==> config.mk <==
export PLATFORM = sky130hd
export DESIGN_NAME = pci_target_ad_buffer
export DESIGN_NICKNAME = d
export VERILOG_FILES = /design/src/rtl/pci_target_ad_buffer.sv
export SDC_FILE = /design/constraint.sdc
export NUM_CORES = 1
export LEC_CHECK = 0
export ABC_CLOCK_PERIOD_IN_PS = 10900
export BUFFER_PORTS_ARGS = -buffer_cell sky130_fd_sc_hd__buf_2
export CAP_MARGIN = 30
export CORE_MARGIN = 2
export CORE_UTILIZATION = 54
export DETAILED_ROUTE_END_ITERATION = 7
export GPL_TIMING_DRIVEN = 1
export HOLD_SLACK_MARGIN = 0.1
export PLACE_DENSITY = 0.83
export SLEW_MARGIN = 20
export SYNTH_ARGS = -nofsm -noshare
export SYNTH_HDL_FRONTEND = slang
export SYNTH_SLANG_ARGS = --single-unit
==> constraint.sdc <==
create_clock -name CLK -period 10.9 [get_ports CLK]
set_clock_uncertainty 0.2 [all_clocks]
set_input_delay 1.09 -clock CLK [delete_from_list [all_inputs] [get_ports CLK]]
set_output_delay 1.09 -clock CLK [all_outputs]
set_load 0.02 [all_outputs]
==> src/rtl/pci_target_ad_buffer.sv <==
// Clocked PCI target AD-bus buffer: decodes the address phase, then runs single or burst
// data phases with an auto-incrementing address, TRDY#/DEVSEL# handshake and read turnaround.
module pci_target_ad_buffer #(
  parameter int                  AD_WIDTH  = 32,
  parameter int                  ADDR_INC  = 4,
  parameter logic [AD_WIDTH-1:0] BASE_ADDR = 32'h0000_1000,
  parameter logic [AD_WIDTH-1:0] ADDR_MASK = 32'hFFFF_F000
) (
  input  logic                CLK,
  input  logic                RST,
  input  logic                FRAME_N,
  input  logic                IRDY_N,
  input  logic [3:0]          CBE_N,
  input  logic [AD_WIDTH-1:0] AD_IN,
  output logic [AD_WIDTH-1:0] AD_OUT,
  output logic                AD_OE,
  output logic                TRDY_N,
  output logic                DEVSEL_N,
  output logic [AD_WIDTH-1:0] MEM_RADDR,
  input  logic [AD_WIDTH-1:0] MEM_RDATA,
  output logic [AD_WIDTH-1:0] MEM_WADDR,
  output logic [AD_WIDTH-1:0] MEM_WDATA,
  output logic [3:0]          MEM_BE,
  output logic                MEM_WE
);

  typedef enum logic [2:0] {
    IDLE    = 3'd0,
    BUSY    = 3'd1,
    TURN    = 3'd2,
    DATA_R  = 3'd3,
    DATA_W  = 3'd4,
    BACKOFF = 3'd5
  } state_t;

  localparam logic [AD_WIDTH-1:0] ADDR_STEP = AD_WIDTH'(ADDR_INC);
  localparam logic [3:0]          CMD_MEM_RD = 4'b0110;
  localparam logic [3:0]          CMD_MEM_WR = 4'b0111;

  state_t                state_r;
  state_t                next_state_s;
  logic [AD_WIDTH-1:0]   addr_cnt_r;
  logic [AD_WIDTH-1:0]   addr_next_s;
  logic                  hit_s;
  logic                  in_data_s;
  logic                  xfer_s;
  logic                  wr_xfer_s;
  logic                  devsel_n_s;
  logic                  trdy_n_s;
  logic                  ad_oe_s;
  logic                  devsel_n_r;
  logic                  trdy_n_r;
  logic                  ad_oe_r;
  logic [AD_WIDTH-1:0]   ad_out_r;
  logic [AD_WIDTH-1:0]   mem_waddr_r;
  logic [AD_WIDTH-1:0]   mem_wdata_r;
  logic [3:0]            mem_be_r;
  logic                  mem_we_r;

  assign hit_s       = (AD_IN & ADDR_MASK) == BASE_ADDR;
  assign in_data_s   = (state_r == DATA_R) || (state_r == DATA_W);
  assign xfer_s      = in_data_s && !IRDY_N && !trdy_n_r;
  assign wr_xfer_s   = (state_r == DATA_W) && xfer_s;
  // Addition wraps naturally at AD_WIDTH bits; no boundary disconnect.
  assign addr_next_s = addr_cnt_r + ADDR_STEP;
  assign MEM_RADDR   = xfer_s ? addr_next_s : addr_cnt_r;

  assign AD_OUT    = ad_out_r;
  assign AD_OE     = ad_oe_r;
  assign TRDY_N    = trdy_n_r;
  assign DEVSEL_N  = devsel_n_r;
  assign MEM_WADDR = mem_waddr_r;
  assign MEM_WDATA = mem_wdata_r;
  assign MEM_BE    = mem_be_r;
  assign MEM_WE    = mem_we_r;

  // State register.
  always_ff @(posedge CLK or posedge RST) begin
    if (RST) begin
      state_r <= IDLE;
    end else begin
      state_r <= next_state_s;
    end
  end

  // Next-state decode; a new FRAME_N is only decoded from IDLE.
  always_comb begin
    next_state_s = state_r;
    case (state_r)
      IDLE: begin
        if (!FRAME_N) begin
          if (hit_s && (CBE_N == CMD_MEM_RD)) begin
            next_state_s = TURN;
          end else if (hit_s && (CBE_N == CMD_MEM_WR)) begin
            next_state_s = DATA_W;
          end else begin
            next_state_s = BUSY;
          end
        end else begin
          next_state_s = IDLE;
        end
      end
      BUSY: begin
        if (FRAME_N && IRDY_N) begin
          next_state_s = IDLE;
        end else begin
          next_state_s = BUSY;
        end
      end
      TURN:    next_state_s = DATA_R;
      DATA_R, DATA_W: begin
        // Last completed phase, or initiator abandon with nothing transferred.
        if (FRAME_N && (xfer_s || IRDY_N)) begin
          next_state_s = BACKOFF;
        end else begin
          next_state_s = state_r;
        end
      end
      BACKOFF: next_state_s = IDLE;
      default: next_state_s = IDLE;
    endcase
  end

  // Bus handshake levels for the state being entered, so the pins come from flops.
  always_comb begin
    devsel_n_s = 1'b1;
    trdy_n_s   = 1'b1;
    ad_oe_s    = 1'b0;
    case (next_state_s)
      TURN: begin
        devsel_n_s = 1'b0;
      end
      DATA_R: begin
        devsel_n_s = 1'b0;
        trdy_n_s   = 1'b0;
        ad_oe_s    = 1'b1;
      end
      DATA_W: begin
        devsel_n_s = 1'b0;
        trdy_n_s   = 1'b0;
      end
      default: begin
        devsel_n_s = 1'b1;
        trdy_n_s   = 1'b1;
        ad_oe_s    = 1'b0;
      end
    endcase
  end

  // Registered handshake outputs.
  always_ff @(posedge CLK or posedge RST) begin
    if (RST) begin
      devsel_n_r <= 1'b1;
      trdy_n_r   <= 1'b1;
      ad_oe_r    <= 1'b0;
    end else begin
      devsel_n_r <= devsel_n_s;
      trdy_n_r   <= trdy_n_s;
      ad_oe_r    <= ad_oe_s;
    end
  end

  // Address counter, read data staging and write port registers.
  always_ff @(posedge CLK or posedge RST) begin
    if (RST) begin
      addr_cnt_r  <= '0;
      ad_out_r    <= '0;
      mem_waddr_r <= '0;
      mem_wdata_r <= '0;
      mem_be_r    <= 4'b0000;
      mem_we_r    <= 1'b0;
    end else begin
      if ((state_r == IDLE) && !FRAME_N) begin
        addr_cnt_r <= AD_IN;
      end else if (xfer_s) begin
        addr_cnt_r <= addr_next_s;
      end
      // MEM_RADDR already points at the next word when a read phase completes.
      if ((state_r == TURN) || ((state_r == DATA_R) && xfer_s)) begin
        ad_out_r <= MEM_RDATA;
      end
      mem_we_r <= wr_xfer_s;
      if (wr_xfer_s) begin
        mem_waddr_r <= addr_cnt_r;
        mem_wdata_r <= AD_IN;
        mem_be_r    <= ~CBE_N;
      end
    end
  end

endmodule

==> results.toml, run 1 <==
[sta]
fin_setup_tns_ns = 0
rsz0062_at_grt = "false"
fin_crit_ns = 4.49
post-route-period-util_pct = 41.2
setup_violations = 0
tightest_slew_ns = 0.889
hold_viol = 0
report.final.slew_viol_count = 0
fin_ws_ns = 6.41
max_freq_mhz = 223
maxSlewHeadroom_pct = 40.5

[routing]
drc = 0
drt-total-wl_um = 16200
ant_nets = 0
num_vias = 5014
first_iter_violations = 298
wire_per_inst_um = 18.5
via_per_inst = 5.75
first_pass_iters = 5

[global_route]
grt_max_degree = 74
grt_pass1_wl_um = 25900
gr-total-overflow = 0
grt_usage_pct = 26.7
grt_pass1_vias = 5156
antenna_found_initial = 0

[yosys]
yosys.cell_types.count = 52
syn_area_um2 = 6200
async_flop_share_pct = 100
yosys_register_bits = 139
synth-seq-area-share_pct = 56.1
avgSynthCellArea_um2 = 12.0
synthCells = 515
synth_top_flop_cell = "dfrtp_1"
yosysWarnings = 0
synth_nets = 588
synth_edf_count = 0

[critical_path]
crit_path_start_kind = "input pin"
critPathCaptureType = "output pin"
path_class = "input pin to output pin"
r2r_cells = 6
cp_max_fo = 10
r2r_slack_ns = 8.11
crit_required_ns = 9.61
r2r_start = "state_r[2]"
r2r_end = "MEM_WADDR[5]"
arrival_ns = 3.20

[worst_hold_path]
whs_path_depth = 2
min_from = "MEM_WADDR[0]"
min_path_type = "flip-flop to flip-flop"
hold_end = "MEM_WADDR[0]"

[floorplanning]
rows = 39
pin_count = 208
initial_core_util_pct = 54.8
die_w_um = 111
die_h_um = 111
dieArea_um2 = 12400
core-area_um2 = 11300

[pwr]
power_frac_clock_pct = 31.9
vdd_drop_max_uv = 217
p_sw_uw = 700
power_frac_seq_pct = 38.3
power.internal_mw = 1.27
power_frac_comb_pct = 29.9
p_leak_nw = 4.00
p_sw_share_pct = 35.4
powerDensity_nw_per_um2 = 246

[placed_design]
io_buffers = 207
dp_hpwl_um = 11300
dp_slack_ns = 6.46
gp_congestion = 0.860

[cts]
htreeDepth = 4
root_buffer = "clkbuf_16"
cts_num_sinks = 139
cts_inserted_buffers = 17
cts_resized = 0
hold_buffers = 0
cts_tree = "yes"
cts_setup_buffers = 0
clock_path_buffers = 2
clkTransAtPathRegs_ns = 0.05
clock_latency_ns = 0.43

[final_layout]
syn_to_final_growth_pct = 29.3
n_antenna_cell = 0
layout.nets = 790
drive_gt1_share_pct = 48.3
fillers = 849

[flow_run]
cap_violations = 0

[outcome]
status = "finished, final reports clean"
-- how the worst max path moves through the flow --
stage                start             to  slack, ns  depth (start not counted)
CTS                 IRDY_N  MEM_RADDR[23]       6.45                          6
floorplan              RST          AD_OE       5.89                          1
global placement    IRDY_N  MEM_RADDR[21]       6.49                          6
finish              IRDY_N  MEM_RADDR[24]       6.41                          6
global route        IRDY_N  MEM_RADDR[24]       6.30                          6
detailed placement  IRDY_N  MEM_RADDR[23]       6.46                          6
-- area by class of cell --
class                      instances  area (um2)  share of cell area, %
sequential                       139        3480                   43.4
clock buffer                      19         443                   5.52
clock inverter                    12         196                   2.45
inverter                           6        27.5                  0.343
timing repair buffer             213        1130                   14.0
tap                              143         179                   2.23
multi-input combinational        340        2570                   32.0
-- registers in the layout, indices dropped and copies added, names as in the netlist --
name / cells
MEM_WADDR: 32
MEM_WE: 1
DEVSEL_N: 1
MEM_WDATA: 32
TRDY_N: 1
state_r: 3
AD_OE: 1
MEM_BE: 4
AD_OUT: 32
addr_cnt_r: 32
-- metal layers --
metal | share of wire (%) | global-route usage [%] | vias to the layer above
met1 | 42 | 35.0 | 2477
met4 | 2.1 | 10.8 | 0
li1 | - | - | 2312
met5 | 0 | 0 | -
met2 | 51 | 43.1 | 195
met3 | 5.6 | 6.29 | 30
-- layout by cell type, fill, tap and decap left out, types with 4 or more instances in the layout --
| cell | Yosys | routed |
|---|---|---|
| or4_1 | 17 | 16 |
| nor4_1 | 7 | 6 |
| nor2_1 | 21 | 21 |
| dfrtp_1 | 137 | 137 |
| xor2_1 | 5 | 5 |
| nor3b_1 | 4 | 4 |
| nor3_1 | 4 | 4 |
| buf_2 | 5 | 207 |
| nand2_1 | 57 | 56 |
| xnor2_1 | 7 | 7 |
| mux2_2 | 98 | 98 |
| a31oi_1 | 17 | 17 |
| clkbuf_16 | 0 | 17 |
| inv_1 | 6 | 4 |
| nand4_1 | 14 | 14 |
| o211ai_1 | 6 | 6 |
| bufinv_16 | 0 | 5 |
| o21ai_0 | 13 | 13 |
| and2_1 | 6 | 6 |
| o31ai_1 | 14 | 14 |
| nand3_1 | 10 | 10 |
-- cells by family after synthesis --
| family | Yosys count | share of synthesized area [%] |
|---|---|---|
| buf+inv | 36 | 2.64 |
| fa+ha+maj | 1 | 0.202 |
| simple gates | 159 | 13.7 |
| mux | 100 | 18.2 |
| xor+xnor | 12 | 1.69 |
| flops | 139 | 56.1 |
| compound gates | 68 | 7.46 |
-- synthesized netlist by cell type (2+ instances only) --
library cell / number / area, um2
or4_1: 17 / 128
nor2_1: 21 / 78.8
nand3_1: 10 / 50.1
nor3b_1: 4 / 30.0
o31ai_1: 14 / 105
dfrtp_1: 137 / 3430
a211oi_1: 2 / 15.0
a21oi_1: 2 / 10.0
o211ai_1: 6 / 45.0
a31oi_1: 17 / 106
mux2_2: 98 / 1100
and4_1: 3 / 26.3
clkbuf_1: 14 / 52.6
xor2_1: 5 / 43.8
and3_1: 3 / 18.8
nand4_1: 14 / 87.6
a221oi_1: 3 / 26.3
nor3_1: 4 / 20.0
o21ai_0: 13 / 65.1
or3_1: 2 / 12.5
xnor2_1: 7 / 61.3
nand2_1: 57 / 214
a2111oi_0: 2 / 17.5
nor4bb_1: 2 / 20.0
buf_2: 5 / 25.0
nor4_1: 7 / 43.8
buf_4: 4 / 30.0
inv_1: 6 / 22.5
and2_1: 6 / 37.5
mux2_1: 2 / 22.5
buf_1: 6 / 22.5
dfstp_2: 2 / 52.6
-- critical path, cell delays in order --
cell and delay, ns:
buf_2 0.13, nor4bb_1 0.59, o21ai_1 0.45, or4_1 0.65, nand2_1 0.12, buf_2 0.17
-- power by group through the flow --
stage               logic [mW]  clock network, mW  registers, mW
floorplan                0.326                  0          0.803
global placement         0.567                  0          0.749
detailed placement       0.580                  0          0.761
CTS                      0.585              0.636          0.753
global route             0.632              0.659          0.774
finish                   0.590              0.629          0.756
-- through the flow --
| stage | hold slack, ns | instances | power [mW] | utilization (%) | area (um2) |
|---|---|---|---|---|---|
| 2_1_floorplan | 0.262 | 515 | 1.13 | - | 6200 |
| 3_3_place_gp | 0.256 | 838 | 1.32 | 64.6 | 7310 |
| 3_5_place_dp | 0.259 | 838 | 1.34 | 64.6 | 7310 |
| 4_1_cts | 0.273 | 869 | 1.97 | 70.3 | 7950 |
| 5_1_grt | 0.289 | 872 | 2.07 | 70.9 | 8020 |
| 6_report | 0.270 | 872 | 1.97 | 70.9 | 8020 |
(Power assumes the default switching activity.)
==> inputs of run 2 (changes only) <==
--- a/config.mk
+++ b/config.mk
@@ -5,15 +5,15 @@
 export SDC_FILE = /design/constraint.sdc
 export NUM_CORES = 1
 export LEC_CHECK = 0
-export ABC_CLOCK_PERIOD_IN_PS = 10900
+export ABC_CLOCK_PERIOD_IN_PS = 3900
 export BUFFER_PORTS_ARGS = -buffer_cell sky130_fd_sc_hd__buf_2
 export CAP_MARGIN = 30
 export CORE_MARGIN = 2
-export CORE_UTILIZATION = 54
+export CORE_UTILIZATION = 46
 export DETAILED_ROUTE_END_ITERATION = 7
 export GPL_TIMING_DRIVEN = 1
 export HOLD_SLACK_MARGIN = 0.1
-export PLACE_DENSITY = 0.83
+export PLACE_DENSITY = 0.75
 export SLEW_MARGIN = 20
 export SYNTH_ARGS = -nofsm -noshare
 export SYNTH_HDL_FRONTEND = slang
==> constraint.sdc (replaced) <==
create_clock -name CLK -period 3.9 [get_ports CLK]
set_clock_uncertainty 0.2 [all_clocks]
set_input_delay 0.39 -clock CLK [delete_from_list [all_inputs] [get_ports CLK]]
set_output_delay 0.39 -clock CLK [all_outputs]
set_load 0.02 [all_outputs]
==> run 2 against run 1 <==
Final area up 8.4%. Core utilization shrank 4.9 points. Register-to-register slack worse by 7.0 ns. Clock power rose by 150%. Via count increased by 6.3%. Global-route usage decreased by 1.9 points. First-iteration DRC count grew 40%. Worst setup slack got worse by 6.0 ns. Routed wire length rose by 11%. Count of clock-buffer cells in the layout increased by 3. Highest routed layer unchanged. Sequential share of layout area fell by 3.4 points. Critical path depth fell by 1.
==> results.toml, run 2 (synthesized netlist as in run 1, its figures left out) <==
[routing]
ant_nets = 0
num_vias = 5328
first_iter_violations = 417
drc = 0
wire_per_inst_um = 18.3
first_pass_iters = 7
via_per_inst = 5.45
drt-total-wl_um = 17900

[floorplanning]
core-area_um2 = 13200
initial_core_util_pct = 47.0
rows = 42
pin_count = 208
die_h_um = 120
dieArea_um2 = 14400
die_w_um = 120

[sta]
max_freq_mhz = 283
fin_crit_ns = 3.53
report.final.slew_viol_count = 0
hold_slack_ns = 0.213
rsz0062_at_grt = "false"
post-route-period-util_pct = 90.5
tightest_slew_ns = 0.880
hold_viol = 0
fin_setup_tns_ns = 0
maxSlewHeadroom_pct = 41.1
setup_violations = 0

[cts]
hold_buffers = 70
cts_num_sinks = 139
cts_setup_buffers = 0
htreeDepth = 4
cts_tree = "yes"
clock_path_buffers = 2
clkTransAtPathRegs_ns = 0.06
cts_resized = 0
cts_inserted_buffers = 17
clock_latency_ns = 0.43
root_buffer = "clkbuf_16"

[placed_design]
place_inst = 873
io_buffers = 207
dp_hpwl_um = 11400
gp_congestion = 0.835

[critical_path]
path_class = "flip-flop to output pin"
arrival_ns = 2.94
crit_required_ns = 3.31
crit_path_start_kind = "flip-flop"
r2r_cells = 4
endpoint = "MEM_RADDR[25]"
cp-startpoint = "state_r[0]"
critPathCaptureType = "output pin"
r2r_start = "state_r[0]"
r2r_slack_ns = 1.15
cp_max_fo = 23
r2r_end = "addr_cnt_r[25]"

[pwr]
p_leak_nw = 4.26
vdd_drop_max_uv = 356
powerDensity_nw_per_um2 = 620

[global_route]
antenna_found_initial = 0
gr-total-overflow = 0
grt_pass1_vias = 5198
grt_pass1_wl_um = 27200
grt_usage_pct = 24.8
grt_max_degree = 140

[final_layout]
syn_to_final_growth_pct = 40.2
fin_util_pct = 65.9
layout.nets = 861
drive_gt1_share_pct = 44.2
fillers = 1016
layout.cells.non_filler = 977
seq_area_um2 = 3480
multi_input_area_um2 = 2570
n_antenna_cell = 0
final_cell_mix = "buf_2, dfrtp_1, mux2_2, dlygate4sd3_1, nand2_1"
final_common_cell = "buf_2"

[worst_hold_path]
whs_path_depth = 3
min_path_type = "input pin to flip-flop"

[flow_run]
cap_violations = 0

[outcome]
status = "finished, final reports clean"
run 2: cell count changes in the layout (fill, tap and decap cells not counted), sizes merged:
cell,before,now
buf,213,214
bufinv,5,1
clkbuf,19,22
clkinvlp,3,6
dlygate4sd3,0,70
inv,6,5
run 2: final cells by class:
| type | instances | area share [%] |
|---|---|---|
| clock buffers | 22 | 5.57 |
| repair buffers | 284 | 21.0 |
| clock inverters | 10 | 1.05 |
| inverters | 6 | 0.302 |
| flip-flops and latches | 139 | 40.0 |
| multi-input cells | 340 | 29.5 |
| well taps | 176 | 2.53 |
run 2: how the worst min path moves through the flow:
stage	start	to
finish	IRDY_N	AD_OE
global route	IRDY_N	state_r[0]
CTS	IRDY_N	AD_OE
detailed placement	MEM_WADDR[1]	MEM_WADDR[1]
global placement	MEM_WDATA[1]	MEM_WDATA[1]
floorplan	addr_cnt_r[0]	MEM_WADDR[0]
run 2: worst max-delay path, cell delays in order, from the launching register on:
cell and delay [ns]:
dfrtp_1 0.48, or3b_1 0.54, a211o_1 0.62, or4_1 0.61, nand2_1 0.09, buf_2 0.16
run 2: layer usage:
metal  part of all wire (%)  up-vias  routed length [um]  track usage [%]
met2                     51      227                9080             41.1
met3                    5.5       50                 992             6.51
met5                      0        -                   0                0
li1                       -     2458                   -                -
met4                    2.9        0                 519             11.5
met1                     41     2593                7300             30.3
run 2: report_power, final:
| part | internal, mW | total, mW | switching (mW) |
|---|---|---|---|
| Clock | 0.940 | 1.56 | 0.615 |
| Combinational | 0.688 | 1.72 | 1.03 |
| Sequential | 1.78 | 2.12 | 0.342 |
| Total | 3.41 | 5.40 | 1.99 |
run 2: per-stage QoR:
| stage | total power [mW] | cell area (um2) | setup slack, ns |
|---|---|---|---|
| floorplan | 3.15 | 6210 | 1.18 |
| CTS | 5.37 | 8660 | 0.392 |
| global route | 5.65 | 8700 | 0.238 |
| detailed placement | 3.75 | 7380 | 0.850 |
| finish | 5.40 | 8700 | 0.371 |
| global placement | 3.69 | 7380 | 0.874 |
==> inputs of run 3 (changes only) <==
--- a/config.mk
+++ b/config.mk
@@ -8,12 +8,13 @@
 export ABC_CLOCK_PERIOD_IN_PS = 3900
 export BUFFER_PORTS_ARGS = -buffer_cell sky130_fd_sc_hd__buf_2
 export CAP_MARGIN = 30
-export CORE_MARGIN = 2
+export CORE_MARGIN = 8
 export CORE_UTILIZATION = 46
 export DETAILED_ROUTE_END_ITERATION = 7
 export GPL_TIMING_DRIVEN = 1
 export HOLD_SLACK_MARGIN = 0.1
 export PLACE_DENSITY = 0.75
+export SETUP_SLACK_MARGIN = 0.2
 export SLEW_MARGIN = 20
 export SYNTH_ARGS = -nofsm -noshare
 export SYNTH_HDL_FRONTEND = slang
==> constraint.sdc (replaced) <==
create_clock -name CLK -period 3.9 [get_ports CLK]
set_clock_uncertainty 0.2 [all_clocks]
set_input_delay 0.78 -clock CLK [delete_from_list [all_inputs] [get_ports CLK]]
set_output_delay 0.78 -clock CLK [all_outputs]
set_load 0.02 [all_outputs]
==> run 3 against run 2 <==
Final cell count decreased by 6.8%. Clock power increased by 6%. Combinational power decreased by 3%. Routed wire length decreased by 1.6%. Sequential share of layout area increased by 3.0 points. Global-route usage decreased by 4.5 points. Total power increased by 0.64%. Hold slack improved by 0.060 ns. Register-to-register slack improved by 0.28 ns. Fmax decreased by 3.3%. Sequential cell count unchanged. Count of clock-buffer cells in the layout increased by 2. Largest cell class unchanged.
==> results.toml, run 3 (synthesized netlist as in run 1, its figures left out) <==
[sta]
report.final.slew_viol_count = 0
hold_slack_ns = 0.273
tightest_slew_ns = 0.729
max_freq_mhz = 274
setup_violations = 0
fin_crit_ns = 3.65
rsz0062_at_grt = "true"
maxSlewHeadroom_pct = 51.2
hold_viol = 0
fin_setup_tns_ns = 0
post-route-period-util_pct = 93.6

[worst_hold_path]
min_from = "MEM_WADDR[0]"
min_path_type = "flip-flop to flip-flop"
whs_path_depth = 2
hold_end = "MEM_WADDR[0]"

[floorplanning]
die_h_um = 132
initial_core_util_pct = 47.0
pin_count = 208
dieArea_um2 = 17500
die_w_um = 132
rows = 42
core-area_um2 = 13200

[pwr]
p_leak_nw = 4.01
vdd_drop_max_uv = 415
powerDensity_nw_per_um2 = 672

[critical_path]
slowest_stage = "or4_1"
worstPathCellList = "buf_2 > or3b_2 > a211o_1 > buf_12 > or4_1 > nand2_1 > buf_2"
r2r_end = "addr_cnt_r[12]"
r2r_slack_ns = 1.43
arrival_ns = 2.67
path_class = "input pin to output pin"
crit_path_start_kind = "input pin"
crit_path_max_incr_delay_ns = 0.51
r2r_cells = 5
cp_common_cell = "buf_2"
crit_required_ns = 2.92
cp_max_fo = 23
r2r_start = "addr_cnt_r[2]"
critPathCaptureType = "output pin"

[global_route]
gr-total-overflow = 0
grt_max_degree = 140
grt_pass1_wl_um = 28300
use_met3_pct = 6.14
grt_usage_pct = 20.3
grt_use_met2_pct = 33.8
met1_usage_pct = 23.4
grt_pass1_vias = 5347
top_usage_layer = "met2"
antenna_found_initial = 1

[routing]
drc = 0
num_vias = 5010
ant_nets = 0
wire_per_inst_um = 19.3
first_pass_iters = 5
drt-total-wl_um = 17600
first_iter_violations = 355
via_per_inst = 5.50

[cts]
htreeDepth = 4
cts_inserted_buffers = 17
root_buffer = "clkbuf_16"
clkTransAtPathRegs_ns = 0.05
hold_buffers = 0
cts_num_sinks = 139
clock_path_buffers = 2
clock_latency_ns = 0.42
cts_tree = "yes"

[placed_design]
gp_congestion = 0.827
dp_hpwl_um = 12900
io_buffers = 207
place_inst = 877
place_area_um2 = 7440

[final_layout]
fin_util_pct = 61.3
layout.nets = 795
final_common_cell = "buf_2"
stdcell_area_um2 = 8090
syn_to_final_growth_pct = 30.3
final_cell_mix = "buf_2, dfrtp_1, mux2_2, nand2_1, nor2_1"
layout.cells.non_filler = 911
drive_gt1_share_pct = 49.0

[flow_run]
cap_violations = 0

[outcome]
status = "finished, final reports clean"
## run 3: worst max path at each step
stage,depth (start not counted),start,slack [ns],endpoint
floorplan,6,IRDY_N,0.51,MEM_RADDR[29]
global placement,7,IRDY_N,0.30,MEM_RADDR[21]
detailed placement,7,IRDY_N,0.27,MEM_RADDR[23]
CTS,6,state_r[0],0.24,MEM_RADDR[23]
global route,6,addr_cnt_r[2],0.15,MEM_RADDR[28]
finish,7,IRDY_N,0.25,MEM_RADDR[21]
## run 3: area by class of cell
type / count / area, um2
multi-input combinational: 340 / 2590
antenna: 1 / 2.50
clock buffer: 24 / 492
clock inverter: 7 / 113
fill: 1060 / 5100
tap: 176 / 220
inverter: 6 / 26.3
sequential: 139 / 3480
timing repair buffer: 218 / 1160
## run 3: power by group
group          internal [mW]  switching, mW  leakage, nW
Clock                   1.07          0.584        0.296
Combinational          0.645           1.02         1.94
Sequential              1.78          0.336         1.77
Total                   3.49           1.94         4.01
## run 3: per-stage QoR
stage	total power, mW	setup slack [ns]
after floorplan	3.15	0.507
after global placement	3.72	0.304
after detailed placement	3.79	0.269
after CTS	5.46	0.237
after global routing	5.71	0.146
final	5.43	0.250
## run 3: critical path, delay by kind of cell
| family | cells | cell delay, ns |
|---|---|---|
| buffers and inverters | 3 | 0.46 |
| AO/OA/AOI/OAI | 1 | 0.32 |
| AND/OR/NAND/NOR | 3 | 1.10 |
## run 3: timing repair
action                     CTS  global route
buffers inserted             2             0
setup endpoints to repair    5            12
gates resized for setup      2             5
pin swaps                    1             0
## run 3: metal layers
| metal | part of all wire, % | wire (um) |
|---|---|---|
| met5 | 0 | 0 |
| met4 | 2.4 | 418 |
| met3 | 7.0 | 1240 |
| met2 | 51 | 9030 |
| met1 | 39 | 6940 |
